$ cat src/rtl/mm_pkg.sv
// rtl/mm_pkg.sv - shared constants, types and helpers for the 4x4 matrix multiplier datapath
package mm_pkg;

    localparam int MM_DIM = 4;
    localparam int MM_DW  = 16;
    localparam int MM_NE  = MM_DIM * MM_DIM;

    typedef logic [MM_DW-1:0] mm_elem_t;

    typedef enum logic {
        ST_IDLE,
        ST_STREAM
    } mm_state_t;

    function automatic int mm_flat_idx(input int i, input int j);
        return i * MM_DIM + j;
    endfunction

endpackage

$ cat src/rtl/mrs_shadow_buf.sv
// rtl/mrs_shadow_buf.sv - NE x DW result register file with parallel load and registered read
module mrs_shadow_buf #(
    parameter int NE = 16,
    parameter int DW = 16,
    parameter int AW = $clog2(NE)
) (
    input  logic            clk,
    input  logic            rst_n,
    input  logic            load,
    input  logic [NE*DW-1:0] din_flat,
    input  logic [AW-1:0]   raddr,
    output logic [DW-1:0]   dout
);

    logic [DW-1:0] mem     [NE];
    logic [DW-1:0] din_arr [NE];

    for (genvar e = 0; e < NE; e++) begin : g_unpack
        assign din_arr[e] = din_flat[e*DW +: DW];
    end

    // Contents survive reset; only the read register is cleared.
    always_ff @(posedge clk) begin
        if (load) begin
            for (int e = 0; e < NE; e++) begin
                mem[e] <= din_arr[e];
            end
        end
    end

    // Read forwards the incoming matrix so the first element is ready one cycle after capture.
    always_ff @(posedge clk) begin
        if (!rst_n) begin
            dout <= '0;
        end else if (load) begin
            dout <= din_arr[raddr];
        end else begin
            dout <= mem[raddr];
        end
    end

endmodule

$ cat src/rtl/matrix_result_streamer.sv
// rtl/matrix_result_streamer.sv - captures result matrix C and streams it row-major over valid/ready
module matrix_result_streamer
    import mm_pkg::*;
#(
    parameter int DIM = MM_DIM,
    parameter int DW  = MM_DW,
    parameter int OVW = 8
) (
    input  logic                    clk,
    input  logic                    rst_n,
    input  logic                    res_done,
    input  logic [DIM*DIM*DW-1:0]   res_c,
    output logic                    m_valid,
    input  logic                    m_ready,
    output logic [DW-1:0]           m_data,
    output logic [$clog2(DIM)-1:0]  m_row,
    output logic [$clog2(DIM)-1:0]  m_col,
    output logic                    m_last,
    output logic                    busy,
    output logic [OVW-1:0]          overrun_cnt
);

    localparam int NE = DIM * DIM;
    localparam int AW = $clog2(NE);
    localparam int RW = $clog2(DIM);

    mm_state_t      state, state_next;
    logic [AW-1:0]  idx, idx_next;
    logic           load;
    logic           ovr_inc;
    logic           hs;
    logic           at_last;

    assign hs      = (state == ST_STREAM) && m_ready;
    assign at_last = (idx == AW'(NE - 1));

    always_ff @(posedge clk) begin
        if (!rst_n) begin
            state       <= ST_IDLE;
            idx         <= '0;
            overrun_cnt <= '0;
        end else begin
            state <= state_next;
            idx   <= idx_next;
            if (ovr_inc && (overrun_cnt != '1)) begin
                overrun_cnt <= overrun_cnt + OVW'(1);
            end
        end
    end

    always_comb begin
        state_next = state;
        idx_next   = idx;
        load       = 1'b0;
        ovr_inc    = 1'b0;
        case (state)
            ST_IDLE: begin
                if (res_done) begin
                    load       = 1'b1;
                    idx_next   = '0;
                    state_next = ST_STREAM;
                end
            end
            ST_STREAM: begin
                if (hs && at_last) begin
                    idx_next = '0;
                    // A capture landing on the final beat chains straight into the next matrix.
                    if (res_done) begin
                        load = 1'b1;
                    end else begin
                        state_next = ST_IDLE;
                    end
                end else begin
                    if (hs) begin
                        idx_next = idx + AW'(1);
                    end
                    ovr_inc = res_done;
                end
            end
            default: begin
                state_next = ST_IDLE;
                idx_next   = '0;
            end
        endcase
    end

    mrs_shadow_buf #(
        .NE (NE),
        .DW (DW),
        .AW (AW)
    ) u_buf (
        .clk      (clk),
        .rst_n    (rst_n),
        .load     (load),
        .din_flat (res_c),
        .raddr    (idx_next),
        .dout     (m_data)
    );

    assign m_valid = (state == ST_STREAM);
    assign busy    = m_valid;
    assign m_last  = m_valid && at_last;
    assign m_row   = idx[AW-1:RW];
    assign m_col   = idx[RW-1:0];

endmodule

$ cat config.mk
export PLATFORM = sky130hd
export DESIGN_NAME = matrix_result_streamer
export DESIGN_NICKNAME = d
export VERILOG_FILES = /design/src/rtl/mm_pkg.sv /design/src/rtl/mrs_shadow_buf.sv /design/src/rtl/matrix_result_streamer.sv
export SDC_FILE = /design/constraint.sdc
export NUM_CORES = 1
export LEC_CHECK = 0
export CAP_MARGIN = 10
export CORE_MARGIN = 4
export CORE_UTILIZATION = 44
export CTS_BUF_LIST = sky130_fd_sc_hd__clkbuf_2 sky130_fd_sc_hd__clkbuf_4 sky130_fd_sc_hd__clkbuf_8
export CTS_CLUSTER_DIAMETER = 80
export DETAILED_ROUTE_END_ITERATION = 10
export PLACE_DENSITY = 0.83
export SYNTH_ARGS = -nofsm -noshare
export SYNTH_HDL_FRONTEND = slang
export SYNTH_SLANG_ARGS = --single-unit
$ cat constraint.sdc
create_clock -name clk -period 7.28 [get_ports clk]
set_input_delay 1.456 -clock clk [delete_from_list [all_inputs] [get_ports clk]]
set_output_delay 1.456 -clock clk [all_outputs]
set_load 0.01 [all_outputs]
==> summary.md, run 1 <==
| Metric | Value |
|---|---|
| Worst hold path type | `flip-flop to flip-flop` |
| Initial Util | `0.448` |
| DIE AREA | `28,200 sq um` |
| Critical Path AT | `4900 ps` |
| Avg Synthesized Cell Area | `14.9 sq um` |
| Die height | `168 um` |
| DP Worst Slack | `2250 ps` |
| Seq/Total Area, Yosys | `0.733` |
| GR Util met1 | `0.288` |
| Power per Cell Area | `240 nW/um^2` |
| Yosys reg bits | `285` |
| Synth cell types | `47` |
| Worst Max-Slew Pin Slew | `995 ps` |
| Placed Area | `14,500 sq um` |
| Worst-skew pair later-pin latency | `560 ps` |
| Met2 Usage GRT | `0.350` |
| RSZ-0062 raised after global routing | `false` |
| Drt initial violations | `760` |
| Die Wd | `168 um` |
| Most frequent cells in the layout | `290 x clkdlybuf4s50_1, 256 x edfxtp_1, 124 x nand2_1` |
| Reg clk slew, reported paths | `60 ps` |
| Pleak | `5.72 nW` |
| Final min period | `4410 ps` |
| ANT nets after route | `0` |
| Slew margin rel. | `0.336` |
| GR peak layer | `met2` |
| Routed len/inst | `22.6 um` |
| Layout cells sized above 1 | `0.0833` |
| CTS tree | `built` |
| # fillers | `1,845` |
| Vias | `7,750` |
| Reg2reg start | `idx[0]` |
| Final worst path period share | `0.606` |
| Post-cts sizing count | `0` |
| Vias in the first global route | `7,968` |
| Hold_sp | `overrun_cnt[1]` |
| Fmax | `0.227 GHz` |
| Crit-path max FO | `19` |
| Largest net degree at the start of global routing | `116` |
| Placement Rows | `58` |
| Setup crit start | `res_done` |
| Routed wire length | `32.3 mm` |
| Synthesized instance count | `757` |
| Routability Congestion | `0.822` |
| Detailed placement HPWL | `22.2 mm` |
| Number of flops mapped to enable cells by yosys | `256` |
| Most used DFF post-synth | `edfxtp_1` |
| CTS Buffer Depth | `3` |
| Num CTS Buffers | `46` |
| Worst Setup End Kind | `flip-flop` |
| Most common cell after layout, fill and taps aside | `clkdlybuf4s50_1` |
| Core footprint | `25,200 sq um` |
| Post-Route Skew | `16.7 ps` |
| Critical Path RT | `7770 ps` |
| CTS Root Cell | `clkbuf_8` |
| Setup TNS | `0 ps` |
| Via/cell ratio | `5.43` |
| Count of final setup violators | `0` |
| Final Cell Area | `15,500 sq um` |
| Power, Total | `3.71 mW` |
| Yosys warns | `0` |
| CTS sink count | `285` |
| Pre-antenna DRT Iters | `5` |
| Setup slack after layout | `2870 ps` |
| Total GRT Usage | `0.219` |
| Setup CP Type | `input port to flip-flop` |
| Layout overhead on the synthesized area | `37.2%` |
| Net count, final | `1,317` |
| Final hold viol count | `0` |
| Status | `completed` |
| DP Cell Count | `1,337` |
| Post-CTS Setup Bufs | `0` |
| Ports | `291` |
| Mapped Nets | `1,019` |
| Met3 global-route usage | `0.0573` |
| Antenna violations before repair | `5` |
| Final slew viol count | `0` |
| CP Launch Type | `input port` |
| Port Buffers | `290` |
| Max Cap Viol | `0` |
| First-pass GRT wire length | `47.2 mm` |
| Hold buffers post-CTS | `0` |
| Final non-filler cell total | `1,427` |
| H-tree Lvls | `2` |
| Grt total ovfl | `0` |
| # DRC | `0` |
| Cell area after synthesis | `11,300 sq um` |
| Async set-reset flop share out of synthesis | `0` |
| Max VDD drop | `0.000165 V` |
-- area by class of cell --
class	count	area (sq um)	area share
clock inverter	20	150	0.00971
sequential	285	8270	0.535
tap	330	413	0.0267
clock buffer	66	808	0.0523
timing repair buffer	297	2990	0.194
multi-input combinational	423	2810	0.182
antenna	4	10.0	0.000647
inverter	2	11.3	0.000728
-- sequential cells by signal (all words and copies together) (netlist names) --
| register | cells |
|---|---|
| u_buf.mem | 256 |
| idx | 4 |
| busy | 1 |
| overrun_cnt | 8 |
| u_buf.dout | 16 |
-- power breakdown --
part           leakage, nW  internal, mW  switching (mW)  total, mW
combinational         2.53         0.197           0.166      0.363
sequential            2.68          1.89          0.0332       1.93
clock                0.506         0.792           0.626       1.42
total                 5.72          2.88           0.826       3.71
-- routing by layer --
metal / vias up / wire (um)
met5: - / 0
met4: 0 / 1240
met3: 66 / 2900
met2: 405 / 15300
met1: 3738 / 12800
li1: 3541 / -
-- critical path, cell delays in order --
cell and delay, ps:
clkdlybuf4s50_1 580, nor2_1 110, o21a_1 310, nor2_2 800, nand2_1 730, a211oi_1 690
or4_1 210
-- cell usage after synthesis (2+ instances only) --
cell type / count / share of area
a211oi_1: 15 / 0.010
a21boi_0: 2 / 0.0013
a21o_1: 15 / 0.010
a21oi_1: 65 / 0.029
a221oi_1: 16 / 0.012
a22o_1: 2 / 0.0016
a31oi_1: 15 / 0.0083
a32oi_1: 15 / 0.012
and2_1: 11 / 0.0061
and3_1: 6 / 0.0033
buf_1: 2 / 0.00067
buf_2: 20 / 0.0089
buf_4: 4 / 0.0027
buf_6: 3 / 0.0030
clkbuf_1: 18 / 0.0060
dfxtp_1: 29 / 0.052
edfxtp_1: 256 / 0.68
ha_1: 2 / 0.0022
inv_1: 2 / 0.00067
mux2i_1: 61 / 0.054
nand2_1: 124 / 0.041
nand3_1: 6 / 0.0027
nand4_1: 4 / 0.0022
nor2_1: 3 / 0.0010
nor2_2: 2 / 0.0011
nor2b_1: 2 / 0.0011
o211a_1: 15 / 0.013
o21a_1: 2 / 0.0013
o21ai_0: 2 / 0.00089
o2bb2ai_1: 2 / 0.0016
or4_1: 15 / 0.010
xnor2_1: 5 / 0.0039
xor2_1: 2 / 0.0016
-- worst paths after layout --
| check | cells after the start | end | slack, ps |
|---|---|---|---|
| max | 7 | u_buf.dout[15] | 2870 |
| min | 2 | overrun_cnt[1] | 500 |
| max reg2reg | 7 | u_buf.dout[15] | 3610 |
| min reg2reg | 2 | overrun_cnt[1] | 500 |
-- stage by stage --
step	hold slack, ps	utilization
after global routing	523	0.614
after floorplan	515	-
after detailed placement	493	0.576
after CTS	501	0.614
final	496	0.614
after global placement	490	0.576
-- cell families (layout without fill, tap and decap cells) --
kind of cell	after synthesis	count (layout)	share of synthesized area
flip-flops	285	285	0.733
AND/OR/NAND/NOR	179	179	0.0738
AO/OA/AOI/OAI	173	173	0.107
multiplexers	62	62	0.0562
buffers and inverters	49	385	0.0219
XOR/XNOR	7	7	0.00544
adder cells (fa/ha/maj)	2	2	0.00222
other	0	4	0
(Power assumes the default switching activity.)
==> run 2, diff against run 1 <==
==> constraint.sdc (replaced) <==
create_clock -name clk -period 3.85 [get_ports clk]
set_input_delay 0.77 -clock clk [delete_from_list [all_inputs] [get_ports clk]]
set_output_delay 0.77 -clock clk [all_outputs]
set_load 0.01 [all_outputs]
==> run 2 against run 1 <==
Against the previous run: sequential share of layout area decreased by 0.31 points; highest routed layer unchanged; register-to-register slack got worse by 2700 ps; non-clock buffer count increased by 16; critical endpoint is now m_last; sequential cell count is the same; global-route usage up 0.079 points; utilization rose by 0.35 points; worst hold slack improved by 6.7 ps; die area unchanged; combinational power grew 93%.
==> summary.md, run 2 (synthesis results as in run 1) <==
| Metric | Value |
|---|---|
| Port Buffers | `290` |
| Worst Setup End Kind | `primary output` |
| Num CTS Buffers | `46` |
| Max Cap Viol | `0` |
| Final hold viol count | `0` |
| RSZ-0062 raised after global routing | `false` |
| CTS sink count | `285` |
| Status | `completed` |
| Most common cell after layout, fill and taps aside | `clkdlybuf4s50_1` |
| Area of the multi-input gates | `2810 sq um` |
| Max VDD drop | `0.000266 V` |
| Critical Path RT | `3080 ps` |
| CTS Buffer Depth | `3` |
| Vias | `7,907` |
| Core footprint | `25,200 sq um` |
| Worst Max-Slew Pin Slew | `961 ps` |
| Slew margin rel. | `0.358` |
| CTS tree | `built` |
| Ports | `291` |
| Pre-antenna DRT Iters | `6` |
| Die height | `168 um` |
| First-pass GRT wire length | `47.1 mm` |
| Final slew viol count | `0` |
| Total GRT Usage | `0.220` |
| Register Area | `8270 sq um` |
| Antenna violations before repair | `4` |
| Post-cts sizing count | `0` |
| Worst hold path type | `flip-flop to flip-flop` |
| Worst-skew pair later-pin latency | `550 ps` |
| Routed len/inst | `22.8 um` |
| Crit-path max FO | `6` |
| H-tree Lvls | `2` |
| Via/cell ratio | `5.49` |
| Routability Congestion | `0.817` |
| Most flops, register | `u_buf.mem` |
| Placement Rows | `58` |
| CP max stage cell | `clkdlybuf4s50_1` |
| Final min period | `3110 ps` |
| Layout cells sized above 1 | `0.0995` |
| Power, Total | `6.85 mW` |
| Fmax | `0.321 GHz` |
| Power per Cell Area | `441 nW/um^2` |
| Max FFs per register | `256` |
| DP Cell Count | `1,353` |
| Count of final setup violators | `0` |
| Post-CTS Setup Bufs | `0` |
| Routed wire length | `32.8 mm` |
| Biggest regs | `u_buf.mem (256), u_buf.dout (16), overrun_cnt (8)` |
| Detailed placement HPWL | `23.5 mm` |
| ANT nets after route | `0` |
| Vias in the first global route | `8,247` |
| Post-Route Skew | `15.1 ps` |
| Setup CP Type | `flip-flop to primary output` |
| # fillers | `1,875` |
| Crit path cell chain | `ha_1, and3_1, and2_1, clkdlybuf4s50_1` |
| Final non-filler cell total | `1,440` |
| Layout overhead on the synthesized area | `38.0%` |
| Drt initial violations | `732` |
| CP Launch Type | `flip-flop` |
| Grt total ovfl | `0` |
| Largest net degree at the start of global routing | `105` |
| Final worst path period share | `0.808` |
| Critical Path AT | `2340 ps` |
| Initial Util | `0.448` |
| Most frequent cells in the layout | `290 x clkdlybuf4s50_1, 256 x edfxtp_1, 123 x nand2_1` |
| Hold_sp | `overrun_cnt[1]` |
| Pleak | `5.78 nW` |
| DIE AREA | `28,200 sq um` |
| Hold buffers post-CTS | `0` |
| Worst stage delay on the critical path | `530 ps` |
| Setup crit start | `idx[0]` |
| Reg clk slew, reported paths | `70 ps` |
| Reg2reg start | `idx[0]` |
| # DRC | `0` |
| Net count, final | `1,333` |
| CTS Root Cell | `clkbuf_8` |
| Die Wd | `168 um` |
==> run 2: worst paths after layout <==
path                    end  slack, ps  depth (start not counted)
max                  m_last        740                          4
max reg2reg   u_buf.dout[4]        900                          7
min reg2reg  overrun_cnt[1]        500                          2
min          overrun_cnt[1]        500                          2
==> run 2: routing by layer <==
metal,wire [um],share of wire,track usage
met1,12200,0.37,0.266
met2,16200,0.49,0.375
met3,2890,0.088,0.0556
met4,1490,0.046,0.0967
met5,0,0,0
==> run 2: critical path, delay by kind of cell (launching register included) <==
family	cells	cell delay [ps]
buffers and inverters	1	530
DFF	1	500
and+or+nand+nor	2	480
adders and majority gates	1	280
==> run 2: cell type report <==
cell class | instances | area share
clock inverters | 16 | 0.00499
diodes | 4 | 0.000644
inverters | 2 | 0.000724
clock buffers | 67 | 0.0521
well taps | 330 | 0.0266
repair buffers | 313 | 0.203
multi-input cells | 423 | 0.181
flip-flops and latches | 285 | 0.532
==> run 2: power breakdown <==
group	internal [mW]	switching (mW)
combinational	0.385	0.317
clock	1.35	1.16
sequential	3.58	0.0631
==> run 2: through the flow <==
| step | utilization | TNS, ps | cell area, sq um | setup WS (ps) | hold slack, ps |
|---|---|---|---|---|---|
| 2_1_floorplan | - | -375430 | 11300 | -1470 | 515 |
| 3_3_place_gp | 0.582 | 0 | 14700 | 312 | 488 |
| 3_5_place_dp | 0.582 | 0 | 14700 | 271 | 502 |
| 4_1_cts | 0.617 | 0 | 15500 | 706 | 512 |
| 5_1_grt | 0.617 | 0 | 15500 | 647 | 552 |
| 6_report | 0.618 | 0 | 15500 | 739 | 503 |
